**src/rtl/snn_tick_sequencer_if.sv**
```systemverilog
// Grid-side and packet/count-memory signals of the SNN tick sequencer.
// The master modport is the sequencer; the slave modport is the grid plus memories.
interface snn_tick_sequencer_if #(
  parameter int PACKET_W = 30,
  parameter int ADDR_W   = 21,
  parameter int CNT_W    = 11,
  parameter int PIC_W    = 16
);
  logic [PIC_W-1:0]    cnt_mem_addr;
  logic [CNT_W-1:0]    cnt_mem_data;
  logic [ADDR_W-1:0]   pkt_mem_addr;
  logic [PACKET_W-1:0] pkt_mem_data;
  logic                tick;
  logic                input_buffer_empty;
  logic [PACKET_W-1:0] packet_in;
  logic                ren_to_input_buffer;
  logic [7:0]          packet_out;
  logic                packet_out_valid;
  logic                grid_error;

  modport master (
    output cnt_mem_addr, pkt_mem_addr, tick, input_buffer_empty, packet_in,
    input  cnt_mem_data, pkt_mem_data, ren_to_input_buffer, packet_out, packet_out_valid, grid_error
  );

  modport slave (
    input  cnt_mem_addr, pkt_mem_addr, tick, input_buffer_empty, packet_in,
    output cnt_mem_data, pkt_mem_data, ren_to_input_buffer, packet_out, packet_out_valid, grid_error
  );
endinterface

```
**src/rtl/snn_tick_sequencer.sv**
```systemverilog
// Tick/frame controller for a layered SNN grid: issues periodic ticks, streams each picture's
// packets from memory into the grid and gathers output spikes into one vector per picture.
module snn_tick_sequencer #(
  parameter int PACKET_W    = 30,
  parameter int NUM_OUTPUT  = 250,
  parameter int ADDR_W      = 21,
  parameter int CNT_W       = 11,
  parameter int PIC_W       = 16,
  parameter int NUM_LAYERS  = 2,
  parameter int INIT_CYCLES = 4000,
  parameter int TICK_PERIOD = 1005
) (
  input  logic                  clk,
  input  logic                  reset,
  input  logic                  start,
  input  logic [PIC_W-1:0]      num_picture,
  snn_tick_sequencer_if.master  bus,
  output logic [NUM_OUTPUT-1:0] spike_vec,
  output logic                  spike_vec_valid,
  output logic [PIC_W-1:0]      spike_vec_idx,
  output logic                  busy,
  output logic                  done,
  output logic                  error
);
  localparam int PER_W  = $clog2(TICK_PERIOD);
  localparam int INIT_W = (INIT_CYCLES > 1) ? $clog2(INIT_CYCLES) : 1;
  localparam int WIN_W  = PIC_W + 2;

  typedef enum logic [2:0] {
    S_IDLE, S_INIT, S_TICK, S_LOADCNT, S_FEED, S_WAIT, S_DONE
  } state_t;

  state_t                state, state_nxt;
  logic [PIC_W-1:0]      num_pic;
  logic [WIN_W-1:0]      win, num_pic_w, last_win, win_inc, strobe_pic;
  logic [INIT_W-1:0]     init_cnt;
  logic [PER_W-1:0]      per_cnt;
  logic [CNT_W-1:0]      remaining;
  logic [NUM_OUTPUT-1:0] acc, spike_onehot;
  logic [31:0]           spike_sh;
  logic                  spike_hit, accept, per_expire, consume, overrun, strobe_en;

  assign accept     = (state == S_IDLE) && start;
  assign num_pic_w  = WIN_W'(num_pic);
  assign last_win   = num_pic_w + WIN_W'(NUM_LAYERS - 1);
  assign win_inc    = win + WIN_W'(1);
  assign strobe_pic = win - WIN_W'(NUM_LAYERS);
  assign strobe_en  = (win >= WIN_W'(NUM_LAYERS)) && (strobe_pic < num_pic_w);
  assign per_expire = (per_cnt == PER_W'(TICK_PERIOD - 1));
  assign consume    = (state == S_FEED) && bus.ren_to_input_buffer && !bus.input_buffer_empty
                      && (remaining != '0);
  // A packet taken on the expiring edge that empties the picture is not an overrun.
  assign overrun    = (state == S_FEED) && per_expire && (remaining != '0)
                      && !(consume && (remaining == CNT_W'(1)));

  assign bus.tick = (state == S_TICK);
  assign done     = (state == S_DONE);
  assign busy     = (state != S_IDLE) && (state != S_DONE);

  always_comb begin
    state_nxt = state;
    case (state)
      S_IDLE:    if (start) state_nxt = (num_picture == '0) ? S_DONE : S_INIT;
      S_INIT:    if (init_cnt == INIT_W'(INIT_CYCLES - 1)) state_nxt = S_TICK;
      S_TICK: begin
        if (win == last_win)       state_nxt = S_DONE;
        else if (win < num_pic_w)  state_nxt = S_LOADCNT;
        else                       state_nxt = S_WAIT;
      end
      S_LOADCNT: state_nxt = (bus.cnt_mem_data == '0) ? S_WAIT : S_FEED;
      S_FEED: begin
        if (per_expire)                                  state_nxt = S_TICK;
        else if (consume && (remaining == CNT_W'(1)))    state_nxt = S_WAIT;
      end
      S_WAIT:    if (per_expire) state_nxt = S_TICK;
      S_DONE:    state_nxt = S_IDLE;
      default:   state_nxt = S_IDLE;
    endcase
  end

  // Control: state, window/period counters, count-memory address, sticky error
  always_ff @(posedge clk) begin
    if (reset) begin
      state            <= S_IDLE;
      num_pic          <= '0;
      win              <= '0;
      init_cnt         <= '0;
      per_cnt          <= '0;
      bus.cnt_mem_addr <= '0;
      error            <= 1'b0;
    end else begin
      state <= state_nxt;
      if (accept) begin
        num_pic          <= num_picture;
        win              <= '0;
        init_cnt         <= '0;
        bus.cnt_mem_addr <= '0;
      end
      if (state == S_INIT) init_cnt <= init_cnt + INIT_W'(1);
      if (state == S_TICK) begin
        win     <= win_inc;
        per_cnt <= PER_W'(1);
        if (win_inc < num_pic_w) bus.cnt_mem_addr <= PIC_W'(win_inc);
      end else if ((state == S_LOADCNT) || (state == S_FEED) || (state == S_WAIT)) begin
        per_cnt <= per_cnt + PER_W'(1);
      end else begin
        per_cnt <= '0;
      end
      if (accept)                                 error <= 1'b0;
      else if (overrun || (busy && bus.grid_error)) error <= 1'b1;
    end
  end

  // Feed: packet address, remaining count, buffer-empty flag and the presented packet
  always_ff @(posedge clk) begin
    if (reset) begin
      bus.pkt_mem_addr       <= '0;
      remaining              <= '0;
      bus.input_buffer_empty <= 1'b1;
      bus.packet_in          <= '0;
    end else begin
      if (consume) bus.packet_in <= bus.pkt_mem_data;
      if (accept) begin
        bus.pkt_mem_addr       <= '0;
        remaining              <= '0;
        bus.input_buffer_empty <= 1'b1;
      end else if (state == S_LOADCNT) begin
        remaining              <= bus.cnt_mem_data;
        bus.input_buffer_empty <= (bus.cnt_mem_data == '0);
      end else if (state == S_FEED) begin
        if (per_expire) begin
          // Skip unsent packets so the next picture starts at its own base address.
          bus.pkt_mem_addr       <= bus.pkt_mem_addr + ADDR_W'(remaining);
          remaining              <= '0;
          bus.input_buffer_empty <= 1'b1;
        end else if (consume) begin
          bus.pkt_mem_addr <= bus.pkt_mem_addr + ADDR_W'(1);
          remaining        <= remaining - CNT_W'(1);
          if (remaining == CNT_W'(1)) bus.input_buffer_empty <= 1'b1;
        end
      end
    end
  end

  always_comb begin
    spike_sh     = 32'(NUM_OUTPUT - 1) - {24'd0, bus.packet_out};
    spike_hit    = bus.packet_out_valid && ({24'd0, bus.packet_out} < 32'(NUM_OUTPUT));
    spike_onehot = spike_hit ? (NUM_OUTPUT'(1) << spike_sh) : '0;
  end

  // Capture: per-window accumulator, handed off as a picture result on each tick
  always_ff @(posedge clk) begin
    if (reset) begin
      acc             <= '0;
      spike_vec       <= '0;
      spike_vec_idx   <= '0;
      spike_vec_valid <= 1'b0;
    end else begin
      spike_vec_valid <= 1'b0;
      if (accept) begin
        acc <= '0;
      end else if (state == S_TICK) begin
        acc <= spike_onehot;
        if (strobe_en) begin
          spike_vec       <= acc;
          spike_vec_idx   <= PIC_W'(strobe_pic);
          spike_vec_valid <= 1'b1;
        end
      end else begin
        acc <= acc | spike_onehot;
      end
    end
  end
endmodule

```
**src/flat_wrapper.sv**
```systemverilog
// flat-port wrapper written by rule: the top's interface ports become plain ports
module snn_tick_sequencer_flat 
#(
  parameter int PACKET_W    = 30,
  parameter int NUM_OUTPUT  = 250,
  parameter int ADDR_W      = 21,
  parameter int CNT_W       = 11,
  parameter int PIC_W       = 16,
  parameter int NUM_LAYERS  = 2,
  parameter int INIT_CYCLES = 4000,
  parameter int TICK_PERIOD = 1005
)
  (clk, reset, start, num_picture, spike_vec, spike_vec_valid, spike_vec_idx, busy, done, error, bus_cnt_mem_addr, bus_pkt_mem_addr, bus_tick, bus_input_buffer_empty, bus_packet_in, bus_cnt_mem_data, bus_pkt_mem_data, bus_ren_to_input_buffer, bus_packet_out, bus_packet_out_valid, bus_grid_error);
  snn_tick_sequencer_if #(.PACKET_W(PACKET_W), .ADDR_W(ADDR_W), .CNT_W(CNT_W), .PIC_W(PIC_W)) bus_i ();
  input  logic clk;
  input  logic reset;
  input  logic start;
  input  logic [PIC_W-1:0] num_picture;
  output logic [NUM_OUTPUT-1:0] spike_vec;
  output logic spike_vec_valid;
  output logic [PIC_W-1:0] spike_vec_idx;
  output logic busy;
  output logic done;
  output logic error;
  output wire logic [$bits(bus_i.cnt_mem_addr)-1:0] bus_cnt_mem_addr;
  output wire logic [$bits(bus_i.pkt_mem_addr)-1:0] bus_pkt_mem_addr;
  output wire logic [$bits(bus_i.tick)-1:0] bus_tick;
  output wire logic [$bits(bus_i.input_buffer_empty)-1:0] bus_input_buffer_empty;
  output wire logic [$bits(bus_i.packet_in)-1:0] bus_packet_in;
  input wire logic [$bits(bus_i.cnt_mem_data)-1:0] bus_cnt_mem_data;
  input wire logic [$bits(bus_i.pkt_mem_data)-1:0] bus_pkt_mem_data;
  input wire logic [$bits(bus_i.ren_to_input_buffer)-1:0] bus_ren_to_input_buffer;
  input wire logic [$bits(bus_i.packet_out)-1:0] bus_packet_out;
  input wire logic [$bits(bus_i.packet_out_valid)-1:0] bus_packet_out_valid;
  input wire logic [$bits(bus_i.grid_error)-1:0] bus_grid_error;
  assign bus_cnt_mem_addr = bus_i.cnt_mem_addr;
  assign bus_pkt_mem_addr = bus_i.pkt_mem_addr;
  assign bus_tick = bus_i.tick;
  assign bus_input_buffer_empty = bus_i.input_buffer_empty;
  assign bus_packet_in = bus_i.packet_in;
  assign bus_i.cnt_mem_data = bus_cnt_mem_data;
  assign bus_i.pkt_mem_data = bus_pkt_mem_data;
  assign bus_i.ren_to_input_buffer = bus_ren_to_input_buffer;
  assign bus_i.packet_out = bus_packet_out;
  assign bus_i.packet_out_valid = bus_packet_out_valid;
  assign bus_i.grid_error = bus_grid_error;
  snn_tick_sequencer #(.PACKET_W(PACKET_W), .NUM_OUTPUT(NUM_OUTPUT), .ADDR_W(ADDR_W), .CNT_W(CNT_W), .PIC_W(PIC_W), .NUM_LAYERS(NUM_LAYERS), .INIT_CYCLES(INIT_CYCLES), .TICK_PERIOD(TICK_PERIOD)) u_core (.clk(clk), .reset(reset), .start(start), .num_picture(num_picture), .bus(bus_i), .spike_vec(spike_vec), .spike_vec_valid(spike_vec_valid), .spike_vec_idx(spike_vec_idx), .busy(busy), .done(done), .error(error));
endmodule
```
**config.mk**
```make
export PLATFORM = sky130hd
export DESIGN_NAME = snn_tick_sequencer_flat
export DESIGN_NICKNAME = d
export VERILOG_FILES = /design/src/rtl/snn_tick_sequencer_if.sv /design/src/rtl/snn_tick_sequencer.sv /design/src/flat_wrapper.sv
export SDC_FILE = /design/constraint.sdc
export NUM_CORES = 1
export LEC_CHECK = 0
export BUFFER_PORTS_ARGS = -buffer_cell sky130_fd_sc_hd__buf_2
export CORE_MARGIN = 10
export CORE_UTILIZATION = 55
export DETAILED_ROUTE_END_ITERATION = 7
export PLACE_DENSITY = 0.89
export SETUP_SLACK_MARGIN = 0.05
export SLEW_MARGIN = 20
export SYNTH_ARGS = -nofsm -noshare
export SYNTH_HDL_FRONTEND = slang
export SYNTH_SLANG_ARGS = --single-unit
```
**constraint.sdc**
```tcl
create_clock -name clk -period 6 [get_ports clk]
set_input_delay 0.3 -clock clk [delete_from_list [all_inputs] [get_ports clk]]
set_output_delay 0.3 -clock clk [all_outputs]
set_load 0.1 [all_outputs]
```
## Yosys cells after proc, flatten, opt, wreduce, memory -nomap -nowiden

Cells that the tools add are included.

- Logic and storage cells: 120
- Flip-flop bits (word level): 656
- Output and inout bits: 339
- Input port bits: 71

- Multiplexer cells: 33
- Order comparisons: 5
- Reductions and logical operators: 36
- Shifts and indexed selects: 1
- Equality and inequality tests: 15
- Bitwise logic cells: 5
- $add $sub $neg: 9

Operators with widths:

| cell | number |
|---|---|
| $mux W250 | 2 |
| $or A250 B250 Y250 | 1 |
| $shl A1 B32 Y250 const A | 1 |
| $lt A18 B16 Y1 | 3 |
| $mux W16 | 3 |
| $mux W11 | 4 |
| $mux W21 | 2 |
| $mux W18 | 2 |
| $mux W12 | 2 |
| $mux W3 | 8 |
| $add A21 B1 Y21 const B | 1 |
| $add A21 B11 Y21 | 1 |
| $add A18 B1 Y18 const B | 1 |
| $eq A18 B18 Y1 | 1 |
| $ge A18 B2 Y1 const B | 1 |
| $pmux W3 S6 | 1 |
| $sub A18 B2 Y18 const B | 1 |
| $add A16 B1 Y17 const B | 1 |
| $logic_not A16 Y1 | 1 |
| $add A12 B1 Y12 const B | 1 |
| $eq A12 B12 Y1 const B | 1 |
| $logic_and A1 B1 Y1 | 12 |
| $eq A11 B1 Y1 const B | 1 |
| $logic_not A11 Y1 | 1 |
| 25 further kinds | 51 |

## Depth between registers and ports, before layout

- Depth in word-level cells: 8
- Gate-level depth with buffers: 19
- Gate-level depth less buffers: 15

## Least setup slack after synthesis

No wires, ideal clock.

- Kind: reg2reg
- Start: register u_core.per_cnt[5]
- End: register u_core.bus.pkt_mem_addr[12]
- Path buffers: 2
- Slack: 2.001 ns
- Library setup time: 0.128 ns
- Cell stages (with the launch flop): 15
- Clock period less this slack: 3.999 ns
- Data required time: 5.872 ns
- Data arrival time: 3.871 ns
- Cells stage by stage: dfxtp_1 nand4_1 nor4_4 clkbuf_1 clkbuf_1 nand2_1 ha_1 fa_1 a211oi_1 o21ai_1 a2111o_1 a311oi_1 nor3_1 xnor2_1 nor2_1

- Word-level cells in the longest chain between the ends: 3
- Elaborated cells between the ends (all ways): 4
- Those cells by class: eq/ne: 1; mux: 1; reduce/logical: 2

Ends and longest elaborated chain:

| item | RTL line | text |
|---|---|---|
| start: declaration | snn_tick_sequencer.sv:37 | `logic [PER_W-1:0] per_cnt;` |
| start signal: assignment | snn_tick_sequencer.sv:105 | `per_cnt <= per_cnt + PER_W'(1);` |
| $eq A10 B10 Y1 * | snn_tick_sequencer.sv:49 | `assign per_expire = (per_cnt == PER_W'(TICK_PERIOD - 1));` |
| $reduce_bool A2 Y1 (no source line) | -- |  |
| $reduce_and A3 Y1 (no source line) | -- |  |
| end signal: assignment | snn_tick_sequencer.sv:133 | `bus.pkt_mem_addr <= bus.pkt_mem_addr + ADDR_W'(remaining);` |
| end signal: assignment | snn_tick_sequencer.sv:137 | `bus.pkt_mem_addr <= bus.pkt_mem_addr + ADDR_W'(1);` |
| end: declaration | snn_tick_sequencer_if.sv:22 | `output cnt_mem_addr, pkt_mem_addr, tick, input_buffer_empty, packet_in,` |

Every way passes the cells marked *; elsewhere a longest branch is shown, timed or not.
A chain may end at the register's enable or synchronous reset.

## Worst setup path in the final report

- Start: register u_core.win[4]
- End: register u_core.spike_vec[2]

- Word-level cells in the longest chain between the ends: 4
- Elaborated cells between the ends (all ways): 5
- Those cells by class: add/sub: 1; order compare: 2; reduce/logical: 2

Ends and longest elaborated chain:

| item | RTL line | text |
|---|---|---|
| start: declaration | snn_tick_sequencer.sv:35 | `logic [WIN_W-1:0] win, num_pic_w, last_win, win_inc, strobe_pic;` |
| start signal: assignment | snn_tick_sequencer.sv:101 | `win <= win_inc;` |
| $sub A18 B2 Y18 | snn_tick_sequencer.sv:47 | `assign strobe_pic = win - WIN_W'(NUM_LAYERS);` |
| net u_core.strobe_pic[12] | snn_tick_sequencer.sv:35 |  |
| $lt A18 B16 Y1 | snn_tick_sequencer.sv:48 | `assign strobe_en = (win >= WIN_W'(NUM_LAYERS)) && (strobe_pic < num_pic_w);` |
| $logic_and A1 B1 Y1 | snn_tick_sequencer.sv:48 |  |
| $reduce_and A3 Y1 (no source line) | -- |  |
| end signal: assignment | snn_tick_sequencer.sv:155 | `spike_vec <= '0;` |
| end signal: assignment | snn_tick_sequencer.sv:165 | `spike_vec <= acc;` |
| end: declaration | snn_tick_sequencer.sv:18 | `output logic [NUM_OUTPUT-1:0] spike_vec,` |

The timed path passes the listed nets, and every way through them passes these cells.

==> reports/metrics.cfg <==
[run_status]
run_status = complete, but fails checks
violations = design-rule violations

[critical_path]
path_class = reg -> reg
critical_path_arrival_ns = 5.08
critPathMaxFanout = 55
worstSetupStartpointType = flip-flop
worstSetupEndpointType = flip-flop
critPathRequiredTime_ns = 6.51

[logic_synthesis]
ys_ff_latch = 656
ys_types = 89
yosysMostFrequentCell = nand2_1
synth_area_leaders = dfxtp_1, nand2_1, a22oi_1, a21oi_1, nor2_1
syn_area_per_cell_um2 = 8.28
async_reset_ff_share_pct = 0
yosysSeqAreaShare_pct = 49.1
synthesis.area_um2 = 26700
syn-num-nets = 3369
netlist_instances = 3228
yosys.area.top_type = dfxtp_1
synthDominantCellAreaShare_pct = 49.1
synth-edff-count = 0
synth_common_cells = nand2_1, dfxtp_1, nor2_1
yosysWarnings = 0
ys.flop_type = dfxtp_1

[grt]
grt_pass1_vias = 23700
antenna_found_initial = 7
gr-usage-met1_pct = 33.8
grt_pass1_wl_mm = 128
met3_usage_pct = 6.08
grt_max_degree = 180
grt_busiest_layer = met2
overflow = 0
track_usage_pct = 27.3
gr-usage-met2_pct = 44.4

[layout]
num-nets-final = 3686
area_growth_pct = 18.6
fillers = 3677
layout-drive-gt1-share_pct = 17.0
multi_input_area_um2 = 12400
seq_area_um2 = 13100

[clock_tree]
cts_tree = yes
cts-root-buf = clkbuf_16
clkTransAtPathRegs_ns = 0.06
cts_sinks = 656
cts_inserted_buffers = 68
cts-htree-levels = 3
cts_max_path_buffers = 3
postCtsSetupBuffers = 0
clk_latency_ns = 0.61

[route]
route.vias.total = 25100
firstDrtPassIters = 8
routed_via_density = 5.96
antenna_left = 0
drt-total-wl_mm = 83.5
routedWlPerCell_um = 19.8
drc = 8
dr.first_iter.drc_count = 3094

[place]
gp_congestion = 0.936
dp_hpwl_mm = 51.7
pre_cts_slack_ns = 1.55
port_buffers = 409

[sta]
rsz0062_at_grt = no
worstMarginPinSlew_ns = 1.18
clock_skew_ns = 0.0233
slew_viol_final = 0
min_period_ns = 4.57
post-route-period-util_pct = 76.2
max_freq_mhz = 219
setup_ws_ns = 1.43
hold_violations = 0
setup_tns_ns = 0
setup_viol = 0
max_slew_margin_pct = 21.4

[power]
power.leakage_uw = 0.0122
power.density_nw_per_um2 = 306
ir_drop_mv = 0.293

[die]
start_util_pct = 55.8
io_pins = 410
core_area_um2 = 47900
fp.dieH_um = 240
rows = 80
die_area_um2 = 57800
die_w_um = 240

[run]
maxCapViolations = 0

[hold_path]
hold_class = in -> reg

logic make-up (layout without fill, tap and decap cells):
logic type | after synthesis | in the layout | share of synthesized area [%]
other | 0 | 6 | 0
multiplexers | 8 | 8 | 0.304
AO/OA/AOI/OAI | 786 | 786 | 18.5
AND/OR/NAND/NOR | 1357 | 1357 | 21.9
XOR/XNOR | 65 | 65 | 2.13
flip-flops | 656 | 656 | 49.1
buffers and inverters | 286 | 653 | 4.75
adder cells (fa/ha/maj) | 70 | 70 | 3.30
report_power, final:
part / leakage, µW / internal, µW / switching, µW
Clock: 0.00112 / 2510 / 1810
Sequential: 0.00528 / 4390 / 52.8
Combinational: 0.00582 / 242 / 704
Total: 0.0122 / 7140 / 2570
per-stage QoR:
| stage | hold WS (ns) | util (%) | cell area [µm²] | instances | power (µW) |
|---|---|---|---|---|---|
| 6_report | 0.0511 | 66.1 | 31700 | 4216 | 9700 |
| 5_1_grt | 0.0280 | 66.1 | 31700 | 4216 | 10000 |
| 4_1_cts | 0.0160 | 66.0 | 31700 | 4210 | 9710 |
| 3_5_place_dp | 0.443 | 60.1 | 28800 | 4035 | 5410 |
| 3_3_place_gp | 0.437 | 60.1 | 28800 | 4035 | 5400 |
| 2_1_floorplan | 0.432 | - | 26700 | 3228 | 5180 |
cells in the final DEF, fill, tap and decap left out, types with 11 or more instances in the layout:
master and count:
nand2_1 673, nand3_1 48, clkbuf_16 69, nor2_1 394
o21ai_1 11, nor3_1 42, a21oi_1 367, ha_1 69
nor4_1 18, dlygate4sd3_1 55, buf_2 408, buf_4 29
nor2_2 15, inv_1 31, or3_1 25, dfxtp_1 656
and3_1 16, nand2b_1 24, nand4_1 24, xnor2_1 37
clkbuf_1 12, a21o_1 14, a31oi_1 12, o21ai_0 45
and2_1 11, xor2_1 28, a22oi_1 262
sequential cells by signal, indices dropped and copies added, names as in the netlist:
name                           count
u_core.acc                       250
u_core.per_cnt                    10
u_core.spike_vec_idx              16
u_core.state                       3
u_core.bus.packet_in              30
u_core.error                       1
u_core.num_pic                    16
u_core.bus.input_buffer_empty      1
u_core.remaining                  11
u_core.spike_vec_valid             1
u_core.spike_vec                 250
u_core.init_cnt                   12
u_core.win                        18
u_core.bus.cnt_mem_addr           16
u_core.bus.pkt_mem_addr           21
final cells by class:
| class | instances | area share (%) |
|---|---|---|
| clock buffers | 89 | 5.94 |
| diodes | 6 | 0.0474 |
| flip-flops and latches | 656 | 41.4 |
| multi-input cells | 2286 | 39.2 |
| clock inverters | 31 | 1.33 |
| well taps | 615 | 2.43 |
| inverters | 35 | 0.414 |
| repair buffers | 498 | 9.23 |
metal layers:
layer / routed length (µm) / vias up
li1: - / 11700
met1: 33200 / 11900
met2: 39100 / 1310
met3: 7430 / 265
met4: 3680 / 2
met5: 11 / -
critical path, stage by stage, from the launching register on:
cell and delay [ns]:
dfxtp_1 0.48, or4_1 0.63, nor3_1 0.24, nand2_1 0.13
or3_1 0.35, xnor2_1 0.16, ha_1 0.33, and3_1 0.19
nand2_1 0.06, o21ai_1 0.30, a221o_4 0.71, buf_4 0.55
nand2_1 0.14, a21oi_1 0.18
final timing paths:
kind	slack (ns)	endpoint	cells after the start	startpoint
max reg2reg	1.43	u_core.spike_vec[2]$_SDFFE_PP0P_	13	u_core.win[4]$_SDFFE_PP0P_
min reg2reg	0.44	u_core.spike_vec[128]$_SDFFE_PP0P_	2	u_core.acc[128]$_SDFF_PP0_
max	1.43	u_core.spike_vec[2]$_SDFFE_PP0P_	13	u_core.win[4]$_SDFFE_PP0P_
min	0.05	u_core.remaining[4]$_SDFFE_PP0P_	3	bus_cnt_mem_data[4]
repair_timing:
| action | CTS | global route |
|---|---|---|
| hold buffers | 55 | 0 |
| hold endpoints to repair | 55 | 0 |
| gates resized for setup | 0 | 0 |
Note: power is estimated with default switching activity, not from simulation.
